[config.mk]
export PLATFORM = sky130hd
export DESIGN_NAME = counter_ctrl
export DESIGN_NICKNAME = d
export VERILOG_FILES = /design/src/rtl/counter_ctrl.sv
export SDC_FILE = /design/constraint.sdc
export NUM_CORES = 1
export LEC_CHECK = 0
export BUFFER_PORTS_ARGS = -buffer_cell sky130_fd_sc_hd__buf_4
export CORE_AREA = 2 2 39 41
export CTS_BUF_LIST = sky130_fd_sc_hd__clkbuf_16
export DETAILED_ROUTE_END_ITERATION = 10
export DIE_AREA = 0 0 41 43
export PLACE_DENSITY = 0.6
export SETUP_SLACK_MARGIN = 0.2
export SLEW_MARGIN = 15
export SYNTH_ARGS = -nofsm -noshare
export SYNTH_HDL_FRONTEND = slang
export SYNTH_SLANG_ARGS = --single-unit
[constraint.sdc]
create_clock -name clock -period 1.1 [get_ports clock]
set_input_delay 0.22 -clock clock [delete_from_list [all_inputs] [get_ports clock]]
set_output_delay 0.22 -clock clock [all_outputs]
set_load 0.02 [all_outputs]
[src/rtl/counter_ctrl.sv]
// Load/decrement sequencer for the 4-bit down-counter: latches a count, strobes dec until zero, pulses done.
// Optional decrement prescaler enabled by defining CNT_CTRL_PRESCALE_EN (PRESCALE cycles per strobe).
module counter_ctrl #(
  parameter int WIDTH    = 4,
  parameter int PRESCALE = 4
) (
  input  logic             clock,
  input  logic             reset,
  input  logic             start,
  input  logic [WIDTH-1:0] count,
  input  logic             abort,
  input  logic             zero,
  output logic             latch,
  output logic [WIDTH-1:0] load_value,
  output logic             dec,
  output logic             busy,
  output logic             done
);

  typedef enum logic [1:0] {
    S_IDLE = 2'd0,
    S_LOAD = 2'd1,
    S_RUN  = 2'd2,
    S_DONE = 2'd3
  } state_t;

  // Illegal PRESCALE values below 1 are clamped so the tick logic stays well defined.
  localparam int PS = (PRESCALE < 1) ? 1 : PRESCALE;

  state_t           state_q, state_d;
  logic [WIDTH-1:0] load_value_q;
  logic             latch_q, busy_q, done_q;
  logic             tick;

  always_comb begin
    state_d = state_q;
    case (state_q)
      S_IDLE:  if (start) state_d = S_LOAD;
      S_LOAD:  state_d = abort ? S_IDLE : S_RUN;
      S_RUN: begin
        if (abort)     state_d = S_IDLE;
        else if (zero) state_d = S_DONE;
      end
      S_DONE:  state_d = S_IDLE;
      default: state_d = S_IDLE;
    endcase
  end

  // Outputs are registered from the next state so they align with the state they describe.
  always_ff @(posedge clock or posedge reset) begin
    if (reset) begin
      state_q      <= S_IDLE;
      load_value_q <= '0;
      latch_q      <= 1'b0;
      busy_q       <= 1'b0;
      done_q       <= 1'b0;
    end else begin
      state_q <= state_d;
      latch_q <= (state_d == S_LOAD);
      busy_q  <= (state_d == S_LOAD) || (state_d == S_RUN);
      done_q  <= (state_d == S_DONE);
      if ((state_q == S_IDLE) && start) load_value_q <= count;
    end
  end

`ifdef CNT_CTRL_PRESCALE_EN
  localparam int              PW   = (PS > 1) ? $clog2(PS) : 1;
  localparam logic [PW-1:0]   PMAX = PW'(PS - 1);

  logic [PW-1:0] presc_q;

  // LOAD always precedes RUN, so holding the counter at 0 outside RUN clears it on entry.
  always_ff @(posedge clock or posedge reset) begin
    if (reset) begin
      presc_q <= '0;
    end else if (state_q != S_RUN) begin
      presc_q <= '0;
    end else if (presc_q == PMAX) begin
      presc_q <= '0;
    end else begin
      presc_q <= presc_q + 1'b1;
    end
  end

  assign tick = (presc_q == PMAX);
`else
  // PS is at least 1, so this is a constant 1.
  assign tick = (PS > 0);
`endif

  assign dec        = (state_q == S_RUN) && !abort && !zero && tick;
  assign latch      = latch_q;
  assign busy       = busy_q;
  assign done       = done_q;
  assign load_value = load_value_q;

endmodule

==> results of run 1 <==
cell usage after synthesis (all sizes together):
library cell / n
xor2: 1
nor2b: 1
nand2b: 2
nor4bb: 1
mux2: 4
nor3b: 1
a21oi: 1
inv: 2
nor4b: 1
dfrtp: 9
nand3b: 1
ha: 1
where the power goes:
group	internal, uW	switching, uW
Clock	474	146
Combinational	523	331
Sequential	474	117
logic make-up (layout without fill, tap and decap cells):
group | count (synthesis) | in the layout
AO/OA/AOI/OAI | 1 | 1
XOR/XNOR | 1 | 1
adder cells (fa/ha/maj) | 1 | 1
buffers and inverters | 2 | 28
flip-flops | 9 | 9
multiplexers | 4 | 4
AND/OR/NAND/NOR | 7 | 7
worst min-delay path by stage:
stage / end / cells after the start
after floorplan: busy / 1
after global placement: load_value[1] / 2
after detailed placement: load_value[1] / 2
after CTS: state_q[1] / 2
after global routing: state_q[1] / 2
final: state_q[1] / 2
layer usage:
metal | part of all wire (%) | track usage [%] | vias to the layer above
met5 | 0 | 0 | -
met4 | 0 | 8.00 | 0
met3 | 10 | 4.71 | 0
met2 | 48 | 16.6 | 15
met1 | 42 | 13.0 | 131
li1 | - | - | 138
cells in the final DEF, fill, tap and decap left out:
| cell type | instances |
|---|---|
| nand3b_1 | 1 |
| dfrtp_2 | 2 |
| a21oi_2 | 1 |
| nor4bb_2 | 1 |
| dlygate4sd3_1 | 1 |
| nor2b_1 | 1 |
| dfrtp_1 | 7 |
| buf_4 | 13 |
| ha_1 | 1 |
| nor4b_4 | 1 |
| buf_6 | 8 |
| nand2b_1 | 2 |
| clkbuf_16 | 3 |
| nor3b_4 | 1 |
| inv_1 | 3 |
| mux2_4 | 4 |
| xor2_2 | 1 |
what timing repair did:
action,CTS,global route
hold endpoints to repair,9,0
hold buffers,1,0
pin swaps,3,0
gates resized for setup,13,3
buffers inserted,2,2
endpoints found under the setup margin,15,17
stage by stage:
stage / hold WS, ps / area (um^2) / utilization, %
finish: 195 / 714 / 51.6
global route: 196 / 714 / 51.6
CTS: 186 / 682 / 49.3
detailed placement: 209 / 532 / 38.4
global placement: 208 / 532 / 38.4
floorplan: 47.9 / 384 / -
state kept, by name (all words and copies together) (netlist names):
signal,flops
latch,1
load_value,4
state_q,2
done,1
busy,1
layout make-up:
class                           instances  area (um^2)
Tap cell                               16         20.0
Clock inverter                          1         3.75
Timing Repair Buffer                   22          198
Clock buffer                            3         75.1
Fill cell                             130          669
Inverter                                2         7.51
Sequential cell                         9          228
Multi-Input combinational cell         14          183
==> flow_summary_export.csv, run 1 <==
group,metric,value,unit
run_status,status,"complete, but fails checks",
run_status,violations,"negative setup slack",
grt,grt_max_degree,10,
worst_setup_path,critPathKind,"flip-flop to output port",
worst_setup_path,cp-start-kind,"flip-flop",
grt,grt_pass1_vias,307,
worst_setup_path,crit_cells,2,
final_layout,area_growth,94.2,%
detailed_routing,drt-total-wl,782,um
placed_design,post-place-ws,-140,ps
flow_run,drv_cap,0,
worst_hold_path,worstHoldStart,"abort",
worst_setup_path,cp-end-kind,"output port",
sta,setup_viol_count_final,7,
floorplan,die_y,43,um
worst_setup_path,max_stage_delay,440,ps
final_layout,fin_cells,67,
synth,synth_cell_type_count,12,
detailed_routing,dr.pass1.iters,3,
detailed_routing,ant_nets,0,
sta,tightest_slew,347,ps
floorplan,die_area,1760,um^2
final_layout,final_nets,62,
detailed_routing,wire_per_inst,11.7,um
grt,track_usage,11.5,%
worst_setup_path,reg2reg_to,"load_value[1]",
clock_network,cts_tree,"done",
floorplan,dieWidth,41,um
floorplan,core,1380,um^2
clock_network,clockBufferDepth,2,
synth,synth_top_area_share,61.2,%
sta,max-slew-margin-rel,76.9,%
synth,ys_seq_area_share,61.2,%
sta,hold_viol_final,0,
clock_network,numCtsBuffers,3,
placed_design,numPortBuffers,16,
clock_network,h-tree-depth,1,
clock_network,root_buffer,"clkbuf_16",
detailed_routing,via_per_inst,4.24,
worst_setup_path,critPathRequiredTime,880,ps
power,vdd_ir_drop_max,1260,uV
synth,synth_top_family_by_area,"simple AND/OR/NAND/NOR gates",
placed_design,dp_cells,58,
sta,finalCritPeriodShare,119,%
worst_hold_path,hold_path_class,"input pin to flip-flop",
sta,setup_slack,-209,ps
clock_network,clk_pin_slew,40,ps
placed_design,hpwl,537,um
worst_setup_path,path_buf_inv,1,
worst_setup_path,worstSetupStartpoint,"state_q[0]",
worst_setup_path,r2r-start,"state_q[1]",
sta,fin_skew,2.52,ps
sta,slew_viol_final,0,
worst_setup_path,path_max_fanout,3,
detailed_routing,drt-initial-drc-count,1,
final_layout,drive_gt1_share,68.6,%
synth,synth_nets,35,
grt,grt_remaining_overflow,0,
detailed_routing,drc,0,
synth,synth_top_area_cell,"dfrtp_1",
clock_network,insertion_delay,230,ps
sta,rsz0062_at_grt,"true",
synth,muxShareOfSynthArea,12.2,%
synth,yosys.area_share.simple,17.3,%
power,powerDensity,2890,nW/um^2
sta,fmax,764,MHz
worst_setup_path,r2r.worst_path.cells,2,
worst_setup_path,cpLargestDelayFamily,"flip-flops",
placed_design,gp_congestion,0.634,
worst_setup_path,endpoint,"dec",
detailed_routing,vias,284,
clock_network,cts_num_sinks,9,
sta,fin_tns_setup,-897,ps
synth,synthTopCellsByArea,"dfrtp_1, mux2_2, nor3b_4",
worst_setup_path,crit_arrival,1090,ps
worst_setup_path,r2r_slack,-140,ps
synth,synth_compound_area_share,1.36,%
power,p_total,2060,uW
synth,yosysWarnings,0,
floorplan,num_io_pins,17,
floorplan,num_rows,14,
synth,synth_area_per_cell,14.7,um^2
synth,synthXorXnorAreaFrac,2.38,%
synth,syn_area,368,um^2
synth,synth_cells,25,
worst_setup_path,crit_path_top_delay_cell,"dfrtp_2",
grt,grt_pass1_wl,1280,um
worst_setup_path,crit_chain,"nor4b_4 > buf_4",
grt,antenna_found_initial,0,
floorplan,start_util,26.6,%
power,leakagePower,0.000347,uW
final_layout,diodes,0,
sta,finalCriticalPeriod,1310,ps
synth,synth.ff_latch_count,9,
synth,synth_fa_ha_area_share,3.40,%
No activity file was read; power rests on OpenSTA's default activity.
==> inputs of run 2 (changes only) <==
--- a/config.mk
+++ b/config.mk
@@ -5,12 +5,12 @@
 export SDC_FILE = /design/constraint.sdc
 export NUM_CORES = 1
 export LEC_CHECK = 0
-export BUFFER_PORTS_ARGS = -buffer_cell sky130_fd_sc_hd__buf_4
 export CORE_AREA = 2 2 39 41
 export CTS_BUF_LIST = sky130_fd_sc_hd__clkbuf_16
 export DETAILED_ROUTE_END_ITERATION = 10
 export DIE_AREA = 0 0 41 43
-export PLACE_DENSITY = 0.6
+export DONT_BUFFER_PORTS = 1
+export PLACE_DENSITY = 0.47
 export SETUP_SLACK_MARGIN = 0.2
 export SLEW_MARGIN = 15
 export SYNTH_ARGS = -nofsm -noshare
==> constraint.sdc (replaced) <==
create_clock -name clock -period 1.29 [get_ports clock]
set_input_delay 0.258 -clock clock [delete_from_list [all_inputs] [get_ports clock]]
set_output_delay 0.258 -clock clock [all_outputs]
set_load 0.02 [all_outputs]
==> flow_summary_export.csv, run 2 (synthesized netlist as in run 1, its figures left out) <==
group,metric,value,unit
power,switching_share,31.1,%
clock_network,numCtsBuffers,3,
placed_design,post-place-ws,45.8,ps
power,internal_power,1010,uW
run_status,violations,"negative setup slack",
power,vdd_ir_drop_max,880,uV
sta,finalCriticalPeriod,1290,ps
run_status,status,"complete, but fails checks",
final_layout,final_cell_mix,"dfrtp_1, mux2_4, inv_1, clkbuf_16",
detailed_routing,wire_per_inst,14.5,um
detailed_routing,ant_nets,0,
worst_setup_path,cp-end-kind,"output port",
grt,grt_remaining_overflow,0,
power,p_clk_share,36.4,%
power,leakagePower,0.000246,uW
worst_setup_path,r2r_slack,70,ps
sta,rsz0062_at_grt,"true",
detailed_routing,drt-initial-drc-count,3,
sta,fmax,773,MHz
flow_run,drv_cap,0,
worst_setup_path,crit_chain,"nor4b_4",
clock_network,cts_num_sinks,9,
sta,finalCritPeriodShare,100,%
power,switching_power,457,uW
worst_hold_path,holdPathEnd,"state_q[1]",
detailed_routing,drc,0,
detailed_routing,vias,207,
worst_setup_path,max_stage_delay,440,ps
sta,fin_skew,0.202,ps
worst_setup_path,path_max_fanout,3,
floorplan,die_area,1760,um^2
grt,grt_pass1_vias,265,
worst_setup_path,r2r.worst_path.cells,2,
clock_network,clk_pin_slew,40,ps
worst_setup_path,crit_arrival,1040,ps
worst_setup_path,path_buf_inv,0,
final_layout,area_growth,48.3,%
final_layout,final_nets,43,
worst_hold_path,holdPathStages,1,
detailed_routing,dr.pass1.iters,2,
worst_setup_path,cp-start-kind,"flip-flop",
final_layout,largest_reg_flops,4,
placed_design,dpl_cell_area,404,um^2
grt,track_usage,9.53,%
worst_setup_path,reg2reg_to,"load_value[2]",
grt,grt_max_degree,10,
final_layout,drive_gt1_share,50.0,%
power,seqPwrFrac,41.7,%
grt,antenna_found_initial,0,
floorplan,dieWidth,41,um
final_layout,final_area,546,um^2
clock_network,root_buffer,"clkbuf_16",
floorplan,num_io_pins,17,
power,powerDensity,2700,nW/um^2
grt,grt_pass1_wl,1030,um
sta,setup_viol_count_final,1,
worst_hold_path,worstHoldStart,"abort",
final_layout,num-fill-cells,137,
worst_hold_path,hold_path_class,"input pin to flip-flop",
detailed_routing,drt-total-wl,696,um
floorplan,num_rows,14,
floorplan,die_y,43,um
clock_network,h-tree-depth,1,
worst_setup_path,cpLargestDelayFamily,"flip-flops",
floorplan,start_util,26.6,%
worst_setup_path,crit_path_top_delay_cell,"dfrtp_2",
detailed_routing,via_per_inst,4.31,
worst_setup_path,critPathRequiredTime,1030,ps
clock_network,clockBufferDepth,2,
placed_design,gp_congestion,0.743,
clock_network,cts_tree,"done",
sta,hold_viol_final,0,
floorplan,core,1380,um^2
clock_network,insertion_delay,230,ps
placed_design,numPortBuffers,0,
placed_design,hpwl,481,um
sta,max-slew-margin-rel,75.3,%
power,p_comb_share,21.9,%
sta,slew_viol_final,0,
final_layout,diodes,0,
sta,tightest_slew,370,ps
worst_setup_path,critPathKind,"flip-flop to output port",
final_layout,final_common_cell,"dfrtp_1",
sta,fin_tns_setup,-3.98,ps
worst_setup_path,r2r-start,"state_q[1]",
sta,setup_slack,-3.98,ps
[run 2: how the worst max path moves through the flow]
stage	from	endpoint	slack (ps)	depth (start not counted)
after global routing	state_q[0]	dec	-30	1
after detailed placement	state_q[0]	load_value[2]	50	2
after global placement	state_q[0]	load_value[1]	80	2
after floorplan	state_q[0]	load_value[0]	120	2
after CTS	state_q[0]	dec	-20	1
final	state_q[0]	dec	-4	1
[run 2: per-stage QoR]
stage	total power (uW)	std cells	hold WS [ps]	utilization, %
2_1_floorplan	776	25	85.9	-
3_3_place_gp	817	41	130	29.2
3_5_place_dp	828	41	132	29.2
4_1_cts	1460	48	78.2	37.9
5_1_grt	1550	48	75.2	39.4
6_report	1470	48	82.5	39.4
[run 2: power groups by stage]
stage	registers [uW]	clock network, uW	logic, uW
after floorplan	602	0	174
after global placement	621	0	196
after detailed placement	626	0	202
after CTS	614	547	295
after global routing	637	560	358
final	614	536	322
[run 2: what timing repair did]
action                                  4_1_cts  5_1_grt
endpoints found under the setup margin        6        8
hold buffers                                  1        0
pin swaps                                     2        0
setup buffers                                 2        0
gates resized for setup                       5        4
hold endpoints to repair                      9        0
[run 2: layer usage]
layer / track usage, % / share of wire [%] / up-vias
li1: - / - / 97
met1: 11.0 / 40 / 98
met2: 11.6 / 46 / 12
met3: 6.28 / 14 / 0
met4: 8.00 / 0 / 0
met5: 0 / 0 / -
[run 2: layout make-up]
type,instances,area (um^2),share of cell area (%)
Clock inverter,1,3.75,0.688
Inverter,2,7.51,1.38
Tap cell,16,20.0,3.67
Sequential cell,9,228,41.7
Multi-Input combinational cell,14,183,33.5
Clock buffer,3,75.1,13.8
Timing Repair Buffer,3,28.8,5.28
[run 2: worst reg2reg max path, delay by kind of cell (launching register included)]
kind             cells  cell delay, ps
DFF                  1             430
muxes                1             330
and+or+nand+nor      1             340
==> inputs of run 3 (changes only) <==
--- a/config.mk
+++ b/config.mk
@@ -5,12 +5,13 @@
 export SDC_FILE = /design/constraint.sdc
 export NUM_CORES = 1
 export LEC_CHECK = 0
+export ABC_AREA = 1
 export CORE_AREA = 2 2 39 41
 export CTS_BUF_LIST = sky130_fd_sc_hd__clkbuf_16
 export DETAILED_ROUTE_END_ITERATION = 10
 export DIE_AREA = 0 0 41 43
 export DONT_BUFFER_PORTS = 1
-export PLACE_DENSITY = 0.47
+export PLACE_DENSITY = 0.46
 export SETUP_SLACK_MARGIN = 0.2
 export SLEW_MARGIN = 15
 export SYNTH_ARGS = -nofsm -noshare
==> flow_summary_export.csv, run 3 <==
group,metric,value,unit
run_status,status,"finished, final reports clean",
sta,max-slew-margin-rel,76.5,%
worst_hold_path,worstHoldStart,"count[3]",
clock_network,clockBufferDepth,2,
detailed_routing,drc,0,
worst_setup_path,cpLargestDelayFamily,"flip-flops",
grt,grt_pass1_vias,277,
synth,synth_cell_type_count,9,
final_layout,drive_gt1_share,38.3,%
flow_run,drv_cap,0,
worst_setup_path,crit_path_top_delay_cell,"dfrtp_1",
sta,hold_slack,166,ps
sta,slew_viol_final,0,
synth,synth_nets,47,
synth,synth_top_area_share,62.9,%
sta,fmax,801,MHz
power,leakagePower,0.000286,uW
worst_setup_path,crit_arrival,990,ps
final_layout,diodes,0,
placed_design,post-place-ws,138,ps
floorplan,num_io_pins,17,
worst_setup_path,r2r_slack,110,ps
worst_setup_path,max_stage_delay,390,ps
sta,setup_slack,42.2,ps
sta,tightest_slew,352,ps
final_layout,final_cell_mix,"nand2_1, dfrtp_1, inv_1",
synth,syn_area,358,um^2
synth,synth-edff-count,0,
power,powerDensity,2150,nW/um^2
sta,finalCritPeriodShare,96.7,%
grt,grt_remaining_overflow,0,
synth,synthTopCellsByArea,"dfrtp_1, nand2_1, nand3_1",
worst_setup_path,critPathRequiredTime,1030,ps
sta,finalCriticalPeriod,1250,ps
worst_hold_path,hold_path_class,"input pin to flip-flop",
sta,hold_viol_final,0,
synth,synth_cells,37,
clock_network,root_buffer,"clkbuf_16",
floorplan,num_rows,14,
detailed_routing,drt-initial-drc-count,3,
worst_setup_path,r2r-start,"state_q[0]",
final_layout,largest_reg_flops,4,
clock_network,numCtsBuffers,3,
power,vdd_ir_drop_max,959,uV
sta,rsz0062_at_grt,"true",
sta,fin_tns_setup,0,ps
clock_network,cts_num_sinks,9,
final_layout,final_nets,58,
worst_hold_path,holdPathEnd,"load_value[3]",
placed_design,gp_congestion,0.664,
worst_setup_path,r2r.worst_path.cells,7,
placed_design,numPortBuffers,0,
floorplan,die_area,1760,um^2
synth,synth.ff_latch_count,9,
final_layout,area_growth,51.7,%
worst_setup_path,reg2reg_to,"busy",
synth,synthArstFlopShare,100,%
grt,grt_max_degree,10,
synth,synthTopCellsByCount,"nand2_1, dfrtp_1, inv_1",
clock_network,h-tree-depth,1,
detailed_routing,via_per_inst,4.40,
synth,synth_top_area_cell,"dfrtp_1",
detailed_routing,drt-total-wl,714,um
worst_setup_path,crit_chain,"inv_2 > nand3_2 > nor2_1 > buf_4",
floorplan,core,1380,um^2
worst_setup_path,path_max_fanout,2,
synth,synth_ff_type,"dfrtp_1",
sta,fin_skew,1.66,ps
floorplan,start_util,25.9,%
worst_hold_path,holdPathStages,2,
detailed_routing,wire_per_inst,11.3,um
synth,synth_area_per_cell,9.67,um^2
worst_setup_path,cp-start-kind,"flip-flop",
clock_network,cts_tree,"done",
synth,synth.most_common_cell,"nand2_1",
synth,yosysWarnings,0,
clock_network,insertion_delay,230,ps
synth,ys_seq_area_share,62.9,%
sta,setup_viol_count_final,0,
worst_setup_path,critPathKind,"flip-flop to output port",
floorplan,dieWidth,41,um
grt,grt_pass1_wl,1130,um
final_layout,final_common_cell,"nand2_1",
worst_setup_path,path_buf_inv,2,
placed_design,hpwl,494,um
worst_setup_path,cp-end-kind,"output port",
detailed_routing,ant_nets,0,
detailed_routing,vias,277,
floorplan,die_y,43,um
grt,antenna_found_initial,0,
grt,track_usage,10.9,%
clock_network,clk_pin_slew,40,ps
detailed_routing,dr.pass1.iters,2,
==> run 3: cell count changes after synthesis, moves of 2 or more <==
cell and change:
mux2_2 -4, nor2_1 +2, nand2b_1 -2, nand2_1 +11
nand3_1 +5, inv_1 +4
==> run 3: worst max path at each step <==
| stage | from | end | slack [ps] | cells past startpoint |
|---|---|---|---|---|
| floorplan | state_q[0] | dec | 220 | 3 |
| finish | state_q[0] | dec | 40 | 4 |
| global route | state_q[0] | dec | -5 | 4 |
| global placement | state_q[1] | busy | 170 | 5 |
| detailed placement | state_q[1] | busy | 140 | 5 |
| CTS | state_q[1] | dec | 40 | 3 |
==> run 3: cells by family (layout without fill, tap and decap cells) <==
| kind of cell | count (synthesis) | count (layout) | share of synthesized area (%) |
|---|---|---|---|
| simple gates | 21 | 21 | 27.3 |
| flops | 9 | 9 | 62.9 |
| buf+inv | 6 | 16 | 6.29 |
| fa+ha+maj | 1 | 1 | 3.50 |
==> run 3: repair_timing <==
item	CTS	global route
hold buffers	1	0
endpoints found under the setup margin	2	3
pin swaps	2	5
setup buffers	3	1
resized for setup	1	11
endpoints found under the hold margin	9	0
==> run 3: cell type report <==
class,instances,area [um^2]
timing repair buffer,6,55.1
clock inverter,1,3.75
sequential,9,226
tap,16,20.0
multi-input combinational,22,140
clock buffer,3,75.1
inverter,6,22.5
fill,144,841
==> run 3: power breakdown <==
part / switching (uW) / total [uW] / internal [uW]
Clock: 129 / 533 / 404
Combinational: 87.2 / 171 / 84.2
Sequential: 116 / 465 / 349
==> run 3: stage by stage <==
stage,std cells,instance area [um^2],util [%],power (uW)
6_report,63,543,39.2,1170
5_1_grt,63,543,39.2,1240
4_1_cts,62,500,36.2,1150
3_5_place_dp,54,385,27.8,573
3_3_place_gp,54,385,27.8,571
2_1_floorplan,37,358,-,540
==> run 3: routing by layer <==
metal	up-vias	global-route usage, %	share of wire, %
li1	134	-	-
met1	122	10.7	36
met2	17	13.8	44
met3	4	6.81	15
met4	0	12.0	5.2
met5	-	0	0
